### src/rtl/alu_seq_ctrl.sv
// rtl/alu_seq_ctrl.sv - multi-cycle ALU/memory/regfile sequencing FSM, one instruction at a time
// Optional memory-wait timeout: ALU_SEQ_MEM_TIMEOUT_EN
module alu_seq_ctrl #(
  parameter int MEM_TIMEOUT = 16,
  parameter int CNT_W       = 5
) (
  input  logic        clk,
  input  logic        rst_n,
  input  logic        instr_valid,
  output logic        instr_ready,
  input  logic [31:0] instr,
  input  logic        alu_zero,
  input  logic        mem_ack,
  output logic [3:0]  alu_ctrl,
  output logic        alu_src_imm,
  output logic        mem_req,
  output logic        mem_we,
  output logic        reg_we,
  output logic [1:0]  reg_dst,
  output logic [1:0]  wb_sel,
  output logic        pc_we,
  output logic [1:0]  pc_sel,
  output logic        done,
  output logic        illegal,
  output logic        bus_err
);

  typedef enum logic [2:0] {
    S_IDLE, S_DECODE, S_EXEC, S_MEM_WAIT, S_WB, S_JUMP
  } state_t;

  typedef enum logic [2:0] {
    K_ADDU, K_OR, K_ADDIU, K_LW, K_SW, K_JAL, K_BNE, K_ILL
  } kind_t;

  state_t     state;
  kind_t      kind;
  logic [5:0] ir_op;
  logic [5:0] ir_funct;
  logic [3:0] kind_code;

  // Only opcode and funct steer the sequence; the remaining fields belong to the datapath.
  logic unused_instr;
  assign unused_instr = ^instr[25:6];

  always_comb begin
    kind = K_ILL;
    case (ir_op)
      6'h00: begin
        if (ir_funct == 6'h21)      kind = K_ADDU;
        else if (ir_funct == 6'h25) kind = K_OR;
      end
      6'h09:   kind = K_ADDIU;
      6'h2B:   kind = K_SW;
      6'h23:   kind = K_LW;
      6'h03:   kind = K_JAL;
      6'h05:   kind = K_BNE;
      default: kind = K_ILL;
    endcase
  end

  always_comb begin
    kind_code = 4'b0000;
    case (kind)
      K_ADDIU: kind_code = 4'b0000;
      K_SW:    kind_code = 4'b0001;
      K_ADDU:  kind_code = 4'b0010;
      K_JAL:   kind_code = 4'b0011;
      K_LW:    kind_code = 4'b0100;
      K_OR:    kind_code = 4'b0101;
      K_BNE:   kind_code = 4'b0110;
      default: kind_code = 4'b0000;
    endcase
  end

`ifdef ALU_SEQ_MEM_TIMEOUT_EN
  logic [CNT_W-1:0] wait_cnt;
`else
  logic [CNT_W-1:0] unused_cfg;
  assign unused_cfg = CNT_W'(MEM_TIMEOUT);
  assign bus_err    = 1'b0;
`endif

  always_ff @(posedge clk or negedge rst_n) begin
    if (!rst_n) begin
      state       <= S_IDLE;
      ir_op       <= 6'd0;
      ir_funct    <= 6'd0;
      instr_ready <= 1'b0;
      alu_ctrl    <= 4'b0000;
      alu_src_imm <= 1'b0;
      mem_req     <= 1'b0;
      mem_we      <= 1'b0;
      reg_we      <= 1'b0;
      reg_dst     <= 2'd0;
      wb_sel      <= 2'd0;
      pc_we       <= 1'b0;
      pc_sel      <= 2'd0;
      done        <= 1'b0;
      illegal     <= 1'b0;
`ifdef ALU_SEQ_MEM_TIMEOUT_EN
      wait_cnt    <= '0;
      bus_err     <= 1'b0;
`endif
    end else begin
      reg_we  <= 1'b0;
      pc_we   <= 1'b0;
      done    <= 1'b0;
      illegal <= 1'b0;
      reg_dst <= 2'd0;
      wb_sel  <= 2'd0;
      pc_sel  <= 2'd0;
`ifdef ALU_SEQ_MEM_TIMEOUT_EN
      bus_err <= 1'b0;
`endif
      case (state)
        S_IDLE: begin
          alu_ctrl    <= 4'b0000;
          alu_src_imm <= 1'b0;
          // Ready is re-armed one cycle after retire, so the retire cycle itself never accepts.
          if (instr_ready && instr_valid) begin
            ir_op       <= instr[31:26];
            ir_funct    <= instr[5:0];
            instr_ready <= 1'b0;
            state       <= S_DECODE;
          end else begin
            instr_ready <= 1'b1;
          end
        end
        S_DECODE: begin
          if (kind == K_ILL) begin
            illegal <= 1'b1;
            state   <= S_IDLE;
          end else begin
            alu_ctrl    <= kind_code;
            alu_src_imm <= (kind == K_ADDIU) || (kind == K_LW) || (kind == K_SW);
            state       <= (kind == K_JAL) ? S_JUMP : S_EXEC;
          end
        end
        S_EXEC: begin
          if (kind == K_BNE) begin
            pc_we  <= 1'b1;
            pc_sel <= alu_zero ? 2'd0 : 2'd1;
            done   <= 1'b1;
            state  <= S_IDLE;
          end else if (kind == K_LW || kind == K_SW) begin
            mem_req <= 1'b1;
            mem_we  <= (kind == K_SW);
            state   <= S_MEM_WAIT;
          end else begin
            state <= S_WB;
          end
        end
        S_MEM_WAIT: begin
          if (mem_ack) begin
            mem_req <= 1'b0;
            mem_we  <= 1'b0;
`ifdef ALU_SEQ_MEM_TIMEOUT_EN
            wait_cnt <= '0;
`endif
            if (kind == K_SW) begin
              pc_we <= 1'b1;
              done  <= 1'b1;
              state <= S_IDLE;
            end else begin
              state <= S_WB;
            end
          end
`ifdef ALU_SEQ_MEM_TIMEOUT_EN
          else if (wait_cnt == CNT_W'(MEM_TIMEOUT - 1)) begin
            mem_req  <= 1'b0;
            mem_we   <= 1'b0;
            bus_err  <= 1'b1;
            wait_cnt <= '0;
            state    <= S_IDLE;
          end else begin
            wait_cnt <= wait_cnt + 1'b1;
          end
`endif
        end
        S_WB: begin
          reg_we  <= 1'b1;
          pc_we   <= 1'b1;
          done    <= 1'b1;
          reg_dst <= (kind == K_ADDU || kind == K_OR) ? 2'd1 : 2'd0;
          wb_sel  <= (kind == K_LW) ? 2'd1 : 2'd0;
          state   <= S_IDLE;
        end
        S_JUMP: begin
          reg_we  <= 1'b1;
          reg_dst <= 2'd2;
          wb_sel  <= 2'd2;
          pc_we   <= 1'b1;
          pc_sel  <= 2'd2;
          done    <= 1'b1;
          state   <= S_IDLE;
        end
        default: state <= S_IDLE;
      endcase
    end
  end

endmodule

### config.mk
export PLATFORM = sky130hd
export DESIGN_NAME = alu_seq_ctrl
export DESIGN_NICKNAME = d
export VERILOG_FILES = /design/src/rtl/alu_seq_ctrl.sv
export SDC_FILE = /design/constraint.sdc
export NUM_CORES = 1
export LEC_CHECK = 0
export CORE_MARGIN = 5
export CORE_UTILIZATION = 47
export CTS_CLUSTER_SIZE = 40
export DETAILED_ROUTE_END_ITERATION = 7
export GPL_TIMING_DRIVEN = 1
export HOLD_SLACK_MARGIN = 0.06
export MAX_ROUTING_LAYER = met4
export PLACE_DENSITY_LB_ADDON = 0.08
export SLEW_MARGIN = 20
export SYNTH_ARGS = -nofsm -noshare
export SYNTH_HDL_FRONTEND = slang
export SYNTH_SLANG_ARGS = --single-unit
### constraint.sdc
create_clock -name clk -period 3.9 [get_ports clk]
set_input_delay 0.78 -clock clk [delete_from_list [all_inputs] [get_ports clk]]
set_output_delay 0.78 -clock clk [all_outputs]
set_load 0.02 [all_outputs]
After elaboration in Yosys (flattened, before gate mapping)
Index checks and enable logic that the tools add are counted.
{"block": "classes", "reduce_logical": 15, "n_eq_ne": 24, "n_mux": 38}
{"cell": "$pmux 3 s6", "count": 2}
{"cell": "$mux 3", "count": 9}
{"cell": "$eq 6x6->1 const B", "count": 4}
{"cell": "$eq 3x3->1 const B", "count": 6}
{"cell": "$mux 1", "count": 17}
{"cell": "$eq 3x2->1 const B", "count": 4}
{"cell": "$pmux 2 s2", "count": 3}
{"cell": "$pmux 3 s4", "count": 1}
{"cell": "$ne 2x2->1 const B", "count": 5}
{"cell": "$pmux 4 s2", "count": 1}
{"cell": "$eq 3x1->1 const B", "count": 2}
{"cell": "$eq 6x2->1 const B", "count": 1}
{"cell": "$eq 6x3->1 const B", "count": 1}
{"cell": "$eq 6x4->1 const B", "count": 1}
{"cell": "$logic_not 3->1", "count": 2}
{"cell": "$logic_not 6->1", "count": 1}
{"cell": "$pmux 1 s2", "count": 3}
{"cell": "$reduce_and 2->1", "count": 3}
{"cell": "$logic_or 1x1->1", "count": 4}
{"cell": "$mux 4", "count": 1}
{"cell": "$reduce_and 4->1", "count": 1}
{"cell": "$reduce_bool 2->1", "count": 2}
{"cell": "$pmux 1 s3", "count": 1}
{"cell": "$reduce_or 2->1", "count": 1}
{"cell": "$logic_and 1x1->1", "count": 1}
{"block": "word_totals", "ff_bits": 32, "out_inout_bits": 19, "elab_cells": 91}

Longest topological paths before layout
{"block": "logic_depth", "depth_word": 9, "mapped_depth": 7}

Worst setup path after synthesis
OpenSTA, ideal clock, no wires.
{"block": "synth_path", "kind": "register to register", "from": "reg state[1]", "to": "reg ir_funct[0]", "path_stages_with_launch": 7, "setup_ps": 128, "t_arrival_ps": 1804, "path_slack_ps": 1969, "n_path_buf": 3, "required_ps": 3772, "path_cell_list": "dfrtp_1 -> clkbuf_1 -> or2_1 -> clkbuf_1 -> nor3_2 -> buf_2 -> mux2_1"}
{"block": "synth_between", "elab_chain_cells": 2}
{"element": "start, declared", "line_no": "36", "text": "state_t state;"}
{"element": "start signal, assigned", "line_no": "137", "text": "state <= (kind == K_JAL) ? S_JUMP : S_EXEC;"}
{"element": "$logic_not 3->1", "line_no": "116", "text": "case (state)"}
{"element": "$reduce_and 2->1 (no source line)"}
{"element": "end signal, assigned", "line_no": "123", "text": "ir_funct <= instr[5:0];"}
{"element": "end, declared", "line_no": "39", "text": "logic [5:0] ir_funct;"}
Every way passes these cells.
A chain may end at the register's enable or synchronous reset.

Worst setup path in the final report
{"block": "layout_path", "from": "reg ir_op[3]", "to": "reg alu_ctrl[2]"}
{"block": "layout_between", "elab_chain_cells": 6}
{"element": "start, declared", "line_no": "38", "text": "logic [5:0] ir_op;"}
{"element": "start signal, assigned", "line_no": "122", "text": "ir_op <= instr[31:26];"}
{"element": "$eq 6x3->1, or another cell as far along", "line_no": "48", "text": "case (ir_op)"}
{"element": "$pmux 3 s6 *", "line_no": "48"}
{"element": "$eq 3x3->1, or another cell as far along", "line_no": "64", "text": "case (kind)"}
{"element": "$pmux 3 s6", "line_no": "64"}
{"element": "$mux 4", "line_no": "131", "text": "if (kind == K_ILL) begin"}
{"element": "$pmux 4 s2", "line_no": "116"}
{"element": "end signal, assigned", "line_no": "135", "text": "alu_ctrl <= kind_code;"}
{"element": "end, declared", "line_no": "14", "text": "output logic [3:0] alu_ctrl,"}
Mark *: on every way between the ends. The rest lies on a longest branch, timed or not. The select of a mux whose other input is x is not followed.

==> flow_metrics.env <==
export IMPL_status="finished, final reports clean"
export IMPL_crit_fanout=13
export IMPL_cp_cell_sequence="nor4b_2 > a22o_1 > a31oi_1 > or3_1 > a311o_1"
export IMPL_fin_worst_skew_ns=0.009321
export IMPL_vias=1233
export IMPL_holdBufCountCts=0
export IMPL_total_power_w=0.001266
export IMPL_coreArea_sq_mm=0.003078
export IMPL_p_leak_nw=0.7550
export IMPL_cts_path_max_buffers=2
export IMPL_die_h_um=66.76
export IMPL_place_gp_congestion=0.7987
export IMPL_ant_nets=0
export IMPL_drt_iter0_drc=68
export IMPL_start_util_pct=49.19
export IMPL_avgSynthCellArea_sq_um=10.09
export IMPL_setup_viol=0
export IMPL_max_stage_delay_ns=0.58
export IMPL_dp_cells=216
export IMPL_rows=20
export IMPL_drt_wirelength_per_cell_um=14.20
export IMPL_cpMaxStageDelayCell="dfrtp_1"
export IMPL_rsz0062_at_grt="false"
export IMPL_hold_violations=0
export IMPL_fmax_ghz=0.4564
export IMPL_cts_setup_buffers=0
export IMPL_fin_ws_ns=1.709
export IMPL_dr_pass1_iters=4
export IMPL_grt_pass1_wl_mm=5.526
export IMPL_area_growth_pct=25.37
export IMPL_maxCapViolCount=0
export IMPL_cts_root_buf="clkbuf_4"
export IMPL_yosys_top_cells_area="dfrtp_1 50%, mux2_1 4.5%, nand2_1 3.7%, nor2_1 3.7%, o21ai_0 3.3%"
export IMPL_synth_largest_area_cell="dfrtp_1"
export IMPL_period_minus_slack_ns=2.191
export IMPL_grt_total_usage_pct=17.15
export IMPL_critPathBufInv=0
export IMPL_layout_cells_non_filler=224
export IMPL_drive_gt1_share_pct=9.444
export IMPL_p_per_area_mw_per_mm2=667.0
export IMPL_antenna_cells=0
export IMPL_cts_max_level=2
export IMPL_routed_via_density=5.504
export IMPL_pin_count=56
export IMPL_synthDominantCellAreaShare_pct=49.59
export IMPL_tightest_slew_ns=0.6419
export IMPL_relSlewSlack_pct=57.21
export IMPL_routed_wirelength_mm=3.180
export IMPL_ys_seq_area_share_pct=49.59
export IMPL_vdd_ir_drop_worst_mv=0.4137
export IMPL_timing_worst_setup_path_type="reg -> reg"
export IMPL_arrival_ns=2.41
export IMPL_endpoint_kind="register"
export IMPL_min_period_over_period_pct=56.18
export IMPL_ys_seq_elements=30
export IMPL_drc=0
export IMPL_path_clk_slew_ns=0.10
export IMPL_cts_sinks=30
export IMPL_nets=216
export IMPL_clock_latency_ns=0.33
export IMPL_netlist_instances=150
export IMPL_grt_overflow=0
export IMPL_grt_antenna_before_repair=0
export IMPL_cts_resized=0
export IMPL_fp_dieArea_sq_mm=0.004456
export IMPL_dp_slack_ns=1.727
export IMPL_grt_pass1_vias=1194
export IMPL_whs_ns=0.5020
export IMPL_io_buffers=33
export IMPL_grt_max_degree=31
export IMPL_cts_tree="built"
export IMPL_cpLargestDelayFamily="simple AND/OR/NAND/NOR gates"
export IMPL_cp_required_ns=4.12
export IMPL_dpl_hpwl_mm=2.341
export IMPL_ys_warn_count=0
export IMPL_hold_path_class="reg -> reg"
export IMPL_syn_area_sq_mm=0.001514
export IMPL_worst_setup_path_start_kind="register"
export IMPL_fin_setup_tns_ns=0
export IMPL_slew_violations=0
export IMPL_die_w_um=66.76
export IMPL_fillerInstances=269
export IMPL_ys_types=43
export IMPL_cts_made_buffers=5
==> power breakdown <==
part / internal (W) / switching (W)
sequential: 0.000413 / 0.000159
clock: 0.0000872 / 0.000107
combinational: 0.000240 / 0.000259
==> final timing paths <==
kind	from	end	slack, ns	depth (start not counted)
worst max-delay path	ir_op[3]$_DFFE_PN0P_	alu_ctrl[2]$_DFFE_PN0P_	1.71	5
min in group asynchronous	rst_n	ir_op[1]$_DFFE_PN0P_	0.83	2
worst max register to register	ir_op[3]$_DFFE_PN0P_	alu_ctrl[2]$_DFFE_PN0P_	1.71	5
worst min-delay path	ir_funct[0]$_DFFE_PN0P_	ir_funct[0]$_DFFE_PN0P_	0.50	1
max in group asynchronous	rst_n	illegal$_DFF_PN0_	2.79	2
worst min register to register	ir_funct[0]$_DFFE_PN0P_	ir_funct[0]$_DFFE_PN0P_	0.50	1
==> cells in the final DEF (no fill, tap or decap), types with 4 or more instances in the layout <==
| cell | count |
|---|---|
| o21ai_0 | 10 |
| nand2_1 | 15 |
| clkdlybuf4s50_1 | 33 |
| mux2_1 | 6 |
| nand2b_1 | 4 |
| clkbuf_4 | 5 |
| dfrtp_1 | 30 |
| nor2_1 | 15 |
| mux2_2 | 4 |
| nor4_1 | 4 |
| inv_1 | 4 |
| nand3_1 | 4 |
==> Yosys cell counts <==
library cell / instances
a2111oi_0: 1
a211oi_1: 3
a22o_1: 1
a22oi_1: 1
a311o_1: 1
a311oi_1: 1
a31o_1: 2
a31oi_1: 2
and2_1: 2
buf_2: 4
buf_4: 4
buf_6: 1
clkbuf_1: 5
conb_1: 1
dfrtp_1: 30
inv_1: 4
mux2_1: 6
mux2_2: 4
nand2_1: 15
nand2b_1: 4
nand3_1: 4
nand3b_1: 1
nand4_1: 2
nand4bb_1: 1
nor2_1: 15
nor2b_1: 3
nor3_2: 1
nor3b_1: 1
nor4_1: 4
nor4_4: 1
nor4b_1: 1
nor4b_2: 1
o21a_1: 1
o21ai_0: 10
o21ai_1: 2
o22a_1: 1
o32ai_1: 1
o41ai_1: 3
or2_1: 1
or2_2: 1
or3_1: 1
xnor2_1: 1
xor2_1: 1
==> stage by stage <==
step                      util, %  instance area (sq um)
after CTS                   61.67                   1898
final                       61.67                   1898
after global placement      59.72                   1838
after floorplan                 -                   1518
after global routing        61.67                   1898
after detailed placement    59.72                   1838
==> layer usage <==
layer  vias up  track usage, %  wire [um]
met4         0           4.569         29
met2        35           27.85       1595
met3         4           6.745        202
met5         -               -          0
li1        592               -          -
met1       602           19.79       1353
==> cell type report <==
class | instances | area [sq um] | share of cell area, %
inverters | 4 | 15.01 | 0.7910
well taps | 44 | 55.05 | 2.900
clock inverters | 1 | 5.005 | 0.2637
multi-input cells | 103 | 671.9 | 35.40
repair buffers | 35 | 345.3 | 18.19
clock buffers | 7 | 55.05 | 2.900
flip-flops and latches | 30 | 750.7 | 39.55
==> logic make-up after synthesis <==
group / after synthesis / share of synthesized area [%]
flip-flops: 30 / 49.59
buffers and inverters: 18 / 6.281
XOR/XNOR: 2 / 1.157
AO/OA/AOI/OAI: 30 / 13.72
other: 1 / 0.2477
multiplexers: 10 / 7.437
AND/OR/NAND/NOR: 59 / 21.57
==> worst register-to-register path: stages, from the launching register on <==
cell and delay (ns):
dfrtp_1 0.58, nor4b_2 0.40, a22o_1 0.18, a31oi_1 0.06, or3_1 0.49, a311o_1 0.39
==> flip-flops by register name, indices dropped and copies added (netlist names) <==
| register | flops |
|---|---|
| alu_ctrl | 3 |
| alu_src_imm | 1 |
| ir_funct | 6 |
| instr_ready | 1 |
| state | 3 |
| mem_we | 1 |
| pc_sel | 2 |
| mem_req | 1 |
| illegal | 1 |
| reg_we | 1 |
| wb_sel | 1 |
| done | 1 |
| ir_op | 6 |
| reg_dst | 2 |
No activity file was read; power rests on OpenSTA's default activity.
